## config.mk

```make
export PLATFORM = sky130hd
export DESIGN_NAME = alt_trigout_reader
export DESIGN_NICKNAME = d
export VERILOG_FILES = /design/src/rtl/alt_trigout_reader_pkg.sv /design/src/rtl/alt_trigout_reader_wb_single_master.sv /design/src/rtl/alt_trigout_reader.sv
export SDC_FILE = /design/constraint.sdc
export NUM_CORES = 1
export LEC_CHECK = 0
export ABC_AREA = 1
export BUFFER_PORTS_ARGS = -buffer_cell sky130_fd_sc_hd__buf_4
export CAP_MARGIN = 30
export CORE_UTILIZATION = 48
export DETAILED_ROUTE_END_ITERATION = 8
export PLACE_DENSITY = 0.86
export SYNTH_ARGS = -nofsm -noshare
export SYNTH_HDL_FRONTEND = slang
export SYNTH_HIERARCHICAL = 1
export SYNTH_SLANG_ARGS = --single-unit
```

## constraint.sdc

```tcl
create_clock -name clk_i -period 1.79 [get_ports clk_i]
set_input_delay 0.358 -clock clk_i [delete_from_list [all_inputs] [get_ports clk_i]]
set_output_delay 0.358 -clock clk_i [all_outputs]
set_load 0.01 [all_outputs]
```

## src/rtl/alt_trigout_reader_pkg.sv

```systemverilog
// alt_trigout_reader_pkg
// Shared definitions for the alt-trigout FIFO reader:
//   - byte offsets of the trigout register bank
//   - bit positions inside the status, ctrl and seconds-high/mask registers
//   - controller state enum and the packed timestamp record
//   - ctrl_word(): packs {ext,ch4..ch1} enables into the ctrl register layout
package alt_trigout_reader_pkg;

  localparam logic [31:0] OFF_STATUS = 32'h00;
  localparam logic [31:0] OFF_CTRL   = 32'h04;
  localparam logic [31:0] OFF_SEC_HI = 32'h08;
  localparam logic [31:0] OFF_SEC_LO = 32'h0C;
  localparam logic [31:0] OFF_CYCLES = 32'h10;

  localparam int STAT_WR_EN_BIT      = 0;
  localparam int STAT_LINK_BIT       = 1;
  localparam int STAT_VALID_BIT      = 2;
  localparam int STAT_TS_PRESENT_BIT = 8;

  localparam int CTRL_CH_LSB  = 0;
  localparam int CTRL_EXT_BIT = 8;

  localparam int HI_SEC_LSB      = 0;
  localparam int HI_MASK_CH_LSB  = 16;
  localparam int HI_MASK_EXT_BIT = 24;

  typedef enum logic [2:0] {
    ST_IDLE,
    ST_WR_CTRL,
    ST_RD_STAT,
    ST_RD_HI,
    ST_RD_LO,
    ST_RD_CYC,
    ST_EMIT
  } state_e;

  typedef struct packed {
    logic [39:0] sec;
    logic [27:0] cycles;
    logic [4:0]  mask;
  } ts_rec_t;

  function automatic logic [31:0] ctrl_word(input logic [4:0] en);
    ctrl_word = 32'h0;
    ctrl_word[CTRL_CH_LSB +: 4] = en[3:0];
    ctrl_word[CTRL_EXT_BIT]     = en[4];
  endfunction

endpackage

```

## src/rtl/alt_trigout_reader_wb_single_master.sv

```systemverilog
// wb_single_master
// Single-outstanding-transaction pipelined Wishbone initiator.
//   start_i/we_i/adr_i/dat_i : launch request, accepted only while idle (busy_o=0)
//   busy_o                   : a transaction is in flight (cyc high)
//   done_o / err_o           : one-cycle completion flags (ack / err-or-timeout)
//   rdata_o                  : read data, valid in the done_o cycle
//   wb_*                     : Wishbone pipelined bus pins
// cyc and stb rise together; stb is held while stall is high and drops on
// the first non-stalled cycle; cyc is held until ack, err or timeout.
// The timeout counter is loaded when cyc rises, so cyc stays high for at
// most TIMEOUT cycles.
module wb_single_master #(
  parameter int unsigned TIMEOUT = 255
) (
  input  logic        clk_i,
  input  logic        rst_i,
  input  logic        start_i,
  input  logic        we_i,
  input  logic [31:0] adr_i,
  input  logic [31:0] dat_i,
  output logic        busy_o,
  output logic        done_o,
  output logic        err_o,
  output logic [31:0] rdata_o,
  output logic        wb_cyc_o,
  output logic        wb_stb_o,
  output logic        wb_we_o,
  output logic [31:0] wb_adr_o,
  output logic [31:0] wb_dat_o,
  input  logic [31:0] wb_dat_i,
  input  logic        wb_ack_i,
  input  logic        wb_stall_i,
  input  logic        wb_err_i
);

  localparam int TW = $clog2(TIMEOUT + 1);

  logic          cyc_q, cyc_d;
  logic          stb_q, stb_d;
  logic          we_q, we_d;
  logic [31:0]   adr_q, adr_d;
  logic [31:0]   dat_q, dat_d;
  logic [TW-1:0] tmo_q, tmo_d;
  logic          expired;

  always_comb begin
    cyc_d = cyc_q;
    stb_d = stb_q;
    we_d  = we_q;
    adr_d = adr_q;
    dat_d = dat_q;
    tmo_d = tmo_q;

    // An ack in the last allowed cycle still counts as success.
    expired = cyc_q && (tmo_q == '0) && !wb_ack_i;
    err_o   = cyc_q && (wb_err_i || expired);
    done_o  = cyc_q && wb_ack_i && !wb_err_i;

    if (!cyc_q) begin
      if (start_i) begin
        cyc_d = 1'b1;
        stb_d = 1'b1;
        we_d  = we_i;
        adr_d = adr_i;
        dat_d = dat_i;
        tmo_d = TW'(TIMEOUT - 1);
      end
    end else begin
      if (stb_q && !wb_stall_i) stb_d = 1'b0;
      if (tmo_q != '0) tmo_d = tmo_q - 1'b1;
      if (done_o || err_o) begin
        cyc_d = 1'b0;
        stb_d = 1'b0;
      end
    end
  end

  always_ff @(posedge clk_i) begin
    if (rst_i) begin
      cyc_q <= 1'b0;
      stb_q <= 1'b0;
      we_q  <= 1'b0;
      adr_q <= 32'h0;
      dat_q <= 32'h0;
      tmo_q <= '0;
    end else begin
      cyc_q <= cyc_d;
      stb_q <= stb_d;
      we_q  <= we_d;
      adr_q <= adr_d;
      dat_q <= dat_d;
      tmo_q <= tmo_d;
    end
  end

  assign busy_o   = cyc_q;
  assign rdata_o  = wb_dat_i;
  assign wb_cyc_o = cyc_q;
  assign wb_stb_o = stb_q;
  assign wb_we_o  = we_q;
  assign wb_adr_o = adr_q;
  assign wb_dat_o = dat_q;

endmodule

```

## src/rtl/alt_trigout_reader.sv

```systemverilog
// alt_trigout_reader
// Drains the alt-trigout timestamp FIFO through its Wishbone register bank
// and presents each record on a valid/ready stream.
//   clk_i, rst_i                 : clock, synchronous active-high reset
//   wb_*                         : pipelined Wishbone initiator pins
//   enable_i                     : run status polling
//   trig_en_i, trig_en_upd_i     : ctrl enables and their write request pulse
//   ts_valid_o/ts_ready_i, ts_*  : timestamp record stream
//   wr_status_o                  : last {valid,link,enable} read from status
//   bus_err_o                    : sticky bus error / timeout flag
// Optional: define ALT_TRIGOUT_READER_STATS_EN to add rec_cnt_o (records
// accepted on the stream) and lost_cnt_o (aborts of the popping cycles read).
//
// state      | meaning
// -----------+------------------------------------------------------------
// ST_IDLE    | wait for pending ctrl update or poll interval expiry
// ST_WR_CTRL | write trigger enables to ctrl
// ST_RD_STAT | read status, decide whether an entry is present
// ST_RD_HI   | read sec[39:32] and trigger mask
// ST_RD_LO   | read sec[31:0]
// ST_RD_CYC  | read cycles (pops the FIFO entry)
// ST_EMIT    | hold record on the stream until accepted
module alt_trigout_reader
  import alt_trigout_reader_pkg::*;
#(
  parameter logic [31:0] BASE_ADDR     = 32'h0,
  parameter int unsigned POLL_INTERVAL = 64,
  parameter int unsigned TIMEOUT       = 255
) (
  input  logic        clk_i,
  input  logic        rst_i,
  output logic        wb_cyc_o,
  output logic        wb_stb_o,
  output logic        wb_we_o,
  output logic [31:0] wb_adr_o,
  output logic [3:0]  wb_sel_o,
  output logic [31:0] wb_dat_o,
  input  logic [31:0] wb_dat_i,
  input  logic        wb_ack_i,
  input  logic        wb_stall_i,
  input  logic        wb_err_i,
  input  logic        enable_i,
  input  logic [4:0]  trig_en_i,
  input  logic        trig_en_upd_i,
  output logic        ts_valid_o,
  input  logic        ts_ready_i,
  output logic [39:0] ts_sec_o,
  output logic [27:0] ts_cycles_o,
  output logic [4:0]  ts_mask_o,
  output logic [2:0]  wr_status_o,
  output logic        bus_err_o
`ifdef ALT_TRIGOUT_READER_STATS_EN
  ,
  output logic [15:0] rec_cnt_o,
  output logic [7:0]  lost_cnt_o
`endif
);

  localparam int            PW          = $clog2(POLL_INTERVAL + 1);
  localparam logic [PW-1:0] POLL_RELOAD = PW'(POLL_INTERVAL - 1);

  state_e        state_q, state_d;
  logic [PW-1:0] poll_q, poll_d;
  logic          pend_q, pend_d;
  logic [4:0]    pend_en_q, pend_en_d;
  ts_rec_t       rec_q, rec_d;
  logic          valid_q, valid_d;
  logic [2:0]    wrst_q, wrst_d;
  logic          berr_q, berr_d;

  logic          m_start, m_we, m_busy, m_done, m_err;
  logic [31:0]   m_adr, m_wdat, m_rdata;

  wb_single_master #(
    .TIMEOUT (TIMEOUT)
  ) u_master (
    .clk_i      (clk_i),
    .rst_i      (rst_i),
    .start_i    (m_start),
    .we_i       (m_we),
    .adr_i      (m_adr),
    .dat_i      (m_wdat),
    .busy_o     (m_busy),
    .done_o     (m_done),
    .err_o      (m_err),
    .rdata_o    (m_rdata),
    .wb_cyc_o   (wb_cyc_o),
    .wb_stb_o   (wb_stb_o),
    .wb_we_o    (wb_we_o),
    .wb_adr_o   (wb_adr_o),
    .wb_dat_o   (wb_dat_o),
    .wb_dat_i   (wb_dat_i),
    .wb_ack_i   (wb_ack_i),
    .wb_stall_i (wb_stall_i),
    .wb_err_i   (wb_err_i)
  );

  always_comb begin
    state_d   = state_q;
    poll_d    = poll_q;
    pend_d    = pend_q;
    pend_en_d = pend_en_q;
    rec_d     = rec_q;
    valid_d   = valid_q;
    wrst_d    = wrst_q;
    berr_d    = berr_q;
    m_we      = 1'b0;
    m_adr     = BASE_ADDR + OFF_STATUS;
    m_wdat    = ctrl_word(pend_en_q);

    // Every bus state launches its transaction as soon as the engine is idle;
    // the engine goes idle in the same edge that moves us to the next state.
    m_start = (state_q inside {ST_WR_CTRL, ST_RD_STAT, ST_RD_HI, ST_RD_LO, ST_RD_CYC})
              && !m_busy;

    unique case (state_q)
      ST_IDLE: begin
        if (pend_q) state_d = ST_WR_CTRL;
        else if (enable_i && (poll_q == '0)) state_d = ST_RD_STAT;
      end
      ST_WR_CTRL: begin
        m_we  = 1'b1;
        m_adr = BASE_ADDR + OFF_CTRL;
        if (m_done) state_d = ST_IDLE;
      end
      ST_RD_STAT: begin
        m_adr = BASE_ADDR + OFF_STATUS;
        if (m_done) begin
          wrst_d = {m_rdata[STAT_VALID_BIT], m_rdata[STAT_LINK_BIT], m_rdata[STAT_WR_EN_BIT]};
          state_d = m_rdata[STAT_TS_PRESENT_BIT] ? ST_RD_HI : ST_IDLE;
        end
      end
      ST_RD_HI: begin
        m_adr = BASE_ADDR + OFF_SEC_HI;
        if (m_done) begin
          rec_d.sec[39:32] = m_rdata[HI_SEC_LSB +: 8];
          rec_d.mask       = {m_rdata[HI_MASK_EXT_BIT], m_rdata[HI_MASK_CH_LSB +: 4]};
          state_d          = ST_RD_LO;
        end
      end
      ST_RD_LO: begin
        m_adr = BASE_ADDR + OFF_SEC_LO;
        if (m_done) begin
          rec_d.sec[31:0] = m_rdata;
          state_d         = ST_RD_CYC;
        end
      end
      ST_RD_CYC: begin
        m_adr = BASE_ADDR + OFF_CYCLES;
        if (m_done) begin
          rec_d.cycles = m_rdata[27:0];
          valid_d      = 1'b1;
          state_d      = ST_EMIT;
        end
      end
      ST_EMIT: begin
        if (ts_ready_i) begin
          valid_d = 1'b0;
          // A queued ctrl update goes first; otherwise drain back-to-back.
          if (pend_q) state_d = ST_WR_CTRL;
          else if (enable_i) state_d = ST_RD_STAT;
          else state_d = ST_IDLE;
        end
      end
      default: state_d = ST_IDLE;
    endcase

    if (m_err) begin
      berr_d  = 1'b1;
      state_d = ST_IDLE;
    end

    // A pulse in the launch cycle re-arms the flag with the newer data.
    if (m_start && (state_q == ST_WR_CTRL)) pend_d = 1'b0;
    if (trig_en_upd_i) begin
      pend_d    = 1'b1;
      pend_en_d = trig_en_i;
    end

    if ((state_d == ST_IDLE) && (state_q != ST_IDLE)) poll_d = POLL_RELOAD;
    else if ((state_q == ST_IDLE) && (poll_q != '0)) poll_d = poll_q - 1'b1;
  end

  always_ff @(posedge clk_i) begin
    if (rst_i) begin
      state_q   <= ST_IDLE;
      poll_q    <= POLL_RELOAD;
      pend_q    <= 1'b0;
      pend_en_q <= 5'h0;
      rec_q     <= '0;
      valid_q   <= 1'b0;
      wrst_q    <= 3'h0;
      berr_q    <= 1'b0;
    end else begin
      state_q   <= state_d;
      poll_q    <= poll_d;
      pend_q    <= pend_d;
      pend_en_q <= pend_en_d;
      rec_q     <= rec_d;
      valid_q   <= valid_d;
      wrst_q    <= wrst_d;
      berr_q    <= berr_d;
    end
  end

  assign wb_sel_o    = 4'hF;
  assign ts_valid_o  = valid_q;
  assign ts_sec_o    = rec_q.sec;
  assign ts_cycles_o = rec_q.cycles;
  assign ts_mask_o   = rec_q.mask;
  assign wr_status_o = wrst_q;
  assign bus_err_o   = berr_q;

`ifdef ALT_TRIGOUT_READER_STATS_EN
  logic [15:0] rec_cnt_q;
  logic [7:0]  lost_cnt_q;

  // An abort of the cycles read may come after the slave already popped
  // the entry, so that record is counted as lost.
  always_ff @(posedge clk_i) begin
    if (rst_i) begin
      rec_cnt_q  <= 16'h0;
      lost_cnt_q <= 8'h0;
    end else begin
      if (valid_q && ts_ready_i && (rec_cnt_q != 16'hFFFF)) rec_cnt_q <= rec_cnt_q + 16'h1;
      if (m_err && (state_q == ST_RD_CYC) && (lost_cnt_q != 8'hFF)) lost_cnt_q <= lost_cnt_q + 8'h1;
    end
  end

  assign rec_cnt_o  = rec_cnt_q;
  assign lost_cnt_o = lost_cnt_q;
`endif

endmodule

```

* Word-level counts from Yosys, hierarchy flattened *
Index checks and enable logic that the tools add are counted.

storage, ports and cells
  register bits after elaboration = 142
  word-level logic and storage cells = 97
  input port bits = 45

operators by class
  bitwise operators = 1
  muxes and demuxes = 30
  equality and inequality tests = 10
  reduce and logical (&&, ||, !) cells = 37
  add/subtract/negate cells = 2

operator list
  kind                   number
  $mux W3                9
  $mux W8                3
  $pmux W3 S7            1
  $pmux W5 S4            1
  $reduce_and A2 Y1      7
  $mux W1                12
  $logic_and A1 B1 Y1    11
  $eq A3 B3 Y1 const B   3
  $logic_not A8 Y1       1
  $reduce_bool A8 Y1     1
  $sub A8 B1 Y8 const B  1
  $logic_not A7 Y1       1
  $reduce_bool A7 Y1     1
  $sub A7 B1 Y7 const B  1
  $eq A3 B2 Y1 const B   2
  $logic_not A3 Y1       2
  $mux W2                3
  $ne A2 B2 Y1 const B   3
  $reduce_bool A2 Y1     3
  $reduce_bool A5 Y1     1
  $logic_not A1 Y1       4
  $eq A3 B1 Y1 const B   1
  $ne A3 B3 Y1 const B   1
  $reduce_and A3 Y1      1
  other kinds (5)        6

* Logic depth before layout (Yosys ltp) *
  depth after elaboration = 9
  gate-level depth with buffers = 14

* By module *
The synthesis kept the hierarchy.

modules (own cells, without submodules)
  module              instances  cells an instance  area each (um^2)  seq. area each (um^2)
  alt_trigout_reader  1          487                3796.1            1881.8
  wb_single_master    1          414                3126.7            1501.4

* Worst setup path after synthesis *
OpenSTA, ideal clock, no wires.

  path kind = register to register
  start = register u_master.tmo_q[0]
  end = register poll_q[6]
  stages on the path, launching flop included = 15
  setup time = 0.115 ns
  data arrival time = 1.607 ns
  path slack = 0.068 ns
  cells stage by stage = dfxtp_1 -> inv_1 -> ha_1 -> nand3_1 -> or2_1 -> nor2_1 -> nor2_1 -> nor2_1 -> inv_1 -> o21ai_1 -> nor2_1 -> nand2_2 -> nand2_1 -> nor2_1 -> nor2_1

between the ends
  longest elaborated chain between the ends = 9

ends and longest elaborated chain
  what                               line                                       RTL
  start: declaration                 alt_trigout_reader_wb_single_master.sv:43  logic [TW-1:0] tmo_q, tmo_d;
  start signal: assignment           alt_trigout_reader_wb_single_master.sv:92  tmo_q <= tmo_d;
  $logic_not A8 Y1                   alt_trigout_reader_wb_single_master.sv:55  expired = cyc_q && (tmo_q == '0) && !wb_ack_i;
  $logic_and A1 B1 Y1 (2 in series)  alt_trigout_reader_wb_single_master.sv:55
  $logic_or A1 B1 Y1                 alt_trigout_reader_wb_single_master.sv:56  err_o = cyc_q && (wb_err_i || expired);
  $logic_and A1 B1 Y1                alt_trigout_reader_wb_single_master.sv:56
  via m_err                          alt_trigout_reader.sv:71                   logic m_start, m_we, m_busy, m_done, m_err;
  $mux W3                            alt_trigout_reader.sv:168                  if (m_err) begin
  $logic_not A3 Y1                   alt_trigout_reader.sv:180                  if ((state_d == ST_IDLE) && (state_q != ST_IDLE)) poll_d = POLL_RELOAD;
  $logic_and A1 B1 Y1                alt_trigout_reader.sv:180
  $reduce_or A2 Y1 (no source line)  --
  end signal: assignment             alt_trigout_reader.sv:196                  poll_q <= poll_d;
  end: declaration                   alt_trigout_reader.sv:63                   logic [PW-1:0] poll_q, poll_d;

The timed path passes the listed nets, and every way through them passes these cells.
A chain may end at the register's enable or synchronous reset.

* Worst setup path in the final report *
  start = register u_master.tmo_q[2]
  end = register poll_q[6]

Same word-level chain as after synthesis.

==> impl_metrics.env <==
export IMPL_gp_congestion=0.801
export IMPL_setup_slack_ns=0.0201
export IMPL_stdcell_count=1299
export IMPL_crit_required_ns=2.11
export IMPL_ctsRootBufferMaster="clkbuf_16"
export IMPL_pwr_share_seq=0.451
export IMPL_syn_area_mm2=0.00692
export IMPL_die_area_mm2=0.0149
export IMPL_syn_avg_cell_area_um2=7.68
export IMPL_cpMaxStageDelayCell="dfxtp_1"
export IMPL_pre_cts_ws_ns=-0.0265
export IMPL_switchingPower_uw=2480
export IMPL_cts_buffers=17
export IMPL_endpoint_kind="register"
export IMPL_overflow=0
export IMPL_switching_share=0.271
export IMPL_n_fill_cell=1130
export IMPL_seq_area_frac_synth=0.489
export IMPL_fin_skew_ns=0.00706
export IMPL_grt_max_degree=58
export IMPL_setup_viol_count_final=0
export IMPL_dp_cells=1265
export IMPL_syn_inst=901
export IMPL_yosysUniqueCellTypes=33
export IMPL_startpoint_type="register"
export IMPL_powerDensity_mw_per_mm2=1000
export IMPL_finalHoldViolations=0
export IMPL_internal_power_uw=6680
export IMPL_final_nets=1155
export IMPL_ys_ff_latch=169
export IMPL_clock_power_share=0.388
export IMPL_crit_arrival_ns=2.09
export IMPL_path_class="reg2reg"
export IMPL_area_growth_pct=32.0
export IMPL_maxSlewViolCount=0
export IMPL_cts_tree="done"
export IMPL_routedWlPerCell_um=12.7
export IMPL_grt_pass1_wl_um=25400
export IMPL_dr_pass1_iters=5
export IMPL_grtUsageMet1=0.252
export IMPL_grt_usage=0.217
export IMPL_via_per_inst=4.77
export IMPL_postCtsHoldBufs=0
export IMPL_num_vias=6202
export IMPL_drive_above_1_share=0.264
export IMPL_drc=0
export IMPL_antenna_found_initial=0
export IMPL_cts_buffer_depth=2
export IMPL_start_util=0.495
export IMPL_p_comb_frac=0.161
export IMPL_min_period_ns=1.77
export IMPL_n_antenna_cell=0
export IMPL_p_leak_uw=0.00406
export IMPL_max_stage_delay_ns=0.38
export IMPL_synth_edff_count=0
export IMPL_routed_wl_um=16500
export IMPL_die_x_um=122
export IMPL_synthArstFlopShare=0
export IMPL_ant_nets=0
export IMPL_dp_hpwl_um=11000
export IMPL_path_max_fanout=5
export IMPL_period_share=0.989
export IMPL_grt_busiest_layer="met2"
export IMPL_drv_cap=0
export IMPL_crit_chain="nor2_4 > nand2_2 > or2_4 > nor2_4 > nor2_2 > nor2_2 > inv_2 > o21ai_2 > nor2_2 > nand2_2 > nand2_1 > nor2_1 > nor2_1"
export IMPL_port_buffers=189
export IMPL_cp_num_buf_inv=1
export IMPL_tns_ns=0
export IMPL_clock_latency_ns=0.43
export IMPL_synth_warnings=6
export IMPL_clk_transition_reported_paths_ns=0.06
export IMPL_grt_setup_unrepaired="yes"
export IMPL_critPathMostFrequentCell="nor2_2"
export IMPL_fp_dieH_um=122
export IMPL_synth_main_ff_cell="dfxtp_1"
export IMPL_status="finished clean"
export IMPL_drtIter0Drc=505
export IMPL_cts_sinks=169
export IMPL_finalCoreUtilization=0.653
export IMPL_pin_count=194
export IMPL_coreArea_mm2=0.0140
export IMPL_globalRouteMet2Util=0.360
export IMPL_grt_pass1_vias=5572
export IMPL_ctsHtreeMaxLevel=4
export IMPL_hp_class="in2reg"
export IMPL_cp_top_family="simple AND/OR/NAND/NOR gates"
export IMPL_fmax_ghz=0.565
export IMPL_ir_drop_mv=0.678
export IMPL_met3_usage=0.0796
export IMPL_rows=43
cell usage in the layout (no fill, tap or decap), drive strengths merged:
cell | Yosys | routed
buf | 71 | 218
nor2 | 172 | 172
dfxtp | 169 | 169
o21ai | 142 | 142
inv | 96 | 98
a21oi | 91 | 91
nand2 | 76 | 76
conb | 2 | 60
nand3 | 42 | 42
clkbuf | 19 | 20
clkinvlp | 0 | 6
xor2 | 5 | 5
nand4 | 5 | 5
ha | 4 | 4
nor3 | 3 | 3
clkinv | 0 | 3
and3b | 1 | 1
xnor2 | 1 | 1
bufinv | 0 | 1
or2 | 1 | 1
o211ai | 1 | 1
metrics by stage:
stage	power, uW	area, um2	hold WS (ns)
after floorplan	5100	7140	0.434
after global placement	5560	8460	0.430
after detailed placement	5600	8460	0.434
after CTS	9150	9070	0.146
after global routing	9570	9140	0.161
final	9160	9140	0.160
cells by family after synthesis:
family / synth area share
fa+ha+maj: 0.00723
compound gates: 0.172
simple gates: 0.187
buf+inv: 0.136
other cells: 0.00108
xor+xnor: 0.00759
flops: 0.489
sequential cells by signal, summed over array words and instances, names as in the netlist:
register / cells
ts_cycles_o: 28
ts_sec_o: 40
u_master/wb_adr_o: 32
u_master/wb_we_o: 1
ts_mask_o: 5
u_master/busy_o: 1
bus_err_o: 1
state_q: 3
pend_en_q: 5
poll_q: 7
wr_status_o: 3
u_master/tmo_q: 8
u_master/wb_dat_o: 32
u_master/wb_stb_o: 1
pend_q: 1
ts_valid_o: 1
cell type report:
type | count | area [um2] | share of cell area
clock inverters | 12 | 115 | 0.0126
clock buffers | 20 | 467 | 0.0511
flip-flops and latches | 169 | 3390 | 0.371
multi-input cells | 604 | 2900 | 0.317
repair buffers | 218 | 1690 | 0.185
well taps | 180 | 225 | 0.0246
inverters | 96 | 363 | 0.0397
Yosys cell counts, types with 2 or more instances:
master    number  area, um2
nand4_1        4       25.0
nor2_1       164        616
a21oi_1       89        445
nand3_1       41        205
inv_1         91        342
inv_2          4       15.0
nor2_4         4       45.0
buf_6          8       90.1
nand2_2        4       25.0
conb_1         2       7.51
nand2_1       68        255
dfxtp_1      169       3380
clkbuf_2       2       10.0
xor2_1         5       43.8
nor3_1         3       15.0
clkbuf_1      17       63.8
a21oi_2        2       17.5
buf_2         21        105
ha_1           4       50.1
nand2_4        4       45.0
buf_4         41        308
o21ai_0       98        490
nor2_2         4       25.0
o21ai_1       43        215
power by group through the flow:
stage	registers (uW)	logic (uW)	clock network [uW]
after floorplan	4270	832	0
after global placement	4200	1350	0
after detailed placement	4210	1390	0
after CTS	4130	1400	3610
after global routing	4160	1650	3760
final	4130	1470	3550
timing repair:
action	4_1_cts	5_1_grt
pin swaps	2	5
setup endpoints to repair	7	18
hold endpoints to repair	0	0
resized for setup	3	20
buffers inserted	1	1
routing by layer:
| metal | vias up | wire length (um) |
|---|---|---|
| met5 | - | 0 |
| met4 | 0 | 311 |
| met3 | 24 | 1200 |
| met2 | 196 | 8110 |
| met1 | 2790 | 6830 |
| li1 | 3192 | - |
worst register-to-register path: cells and delay by family (launching register included):
family / cells / cell delay [ns]
AO/OA/AOI/OAI: 1 / 0.06
AND/OR/NAND/NOR: 11 / 1.18
buffers and inverters: 1 / 0.07
flip-flops: 1 / 0.38
worst paths after layout:
kind,start,to,slack (ns),cells past startpoint
setup / recovery,u_master/tmo_q[2]$_SDFFE_PP0P_,poll_q[6]$_SDFFE_PP0P_,0.02,13
hold / removal,trig_en_i[4],pend_en_q[4]$_SDFFE_PP0P_,0.16,3
setup reg to reg,u_master/tmo_q[2]$_SDFFE_PP0P_,poll_q[6]$_SDFFE_PP0P_,0.02,13
hold reg to reg,ts_cycles_o[8]$_SDFFE_PP0P_,ts_cycles_o[8]$_SDFFE_PP0P_,0.44,2
Note: power is estimated with default switching activity, not from simulation.
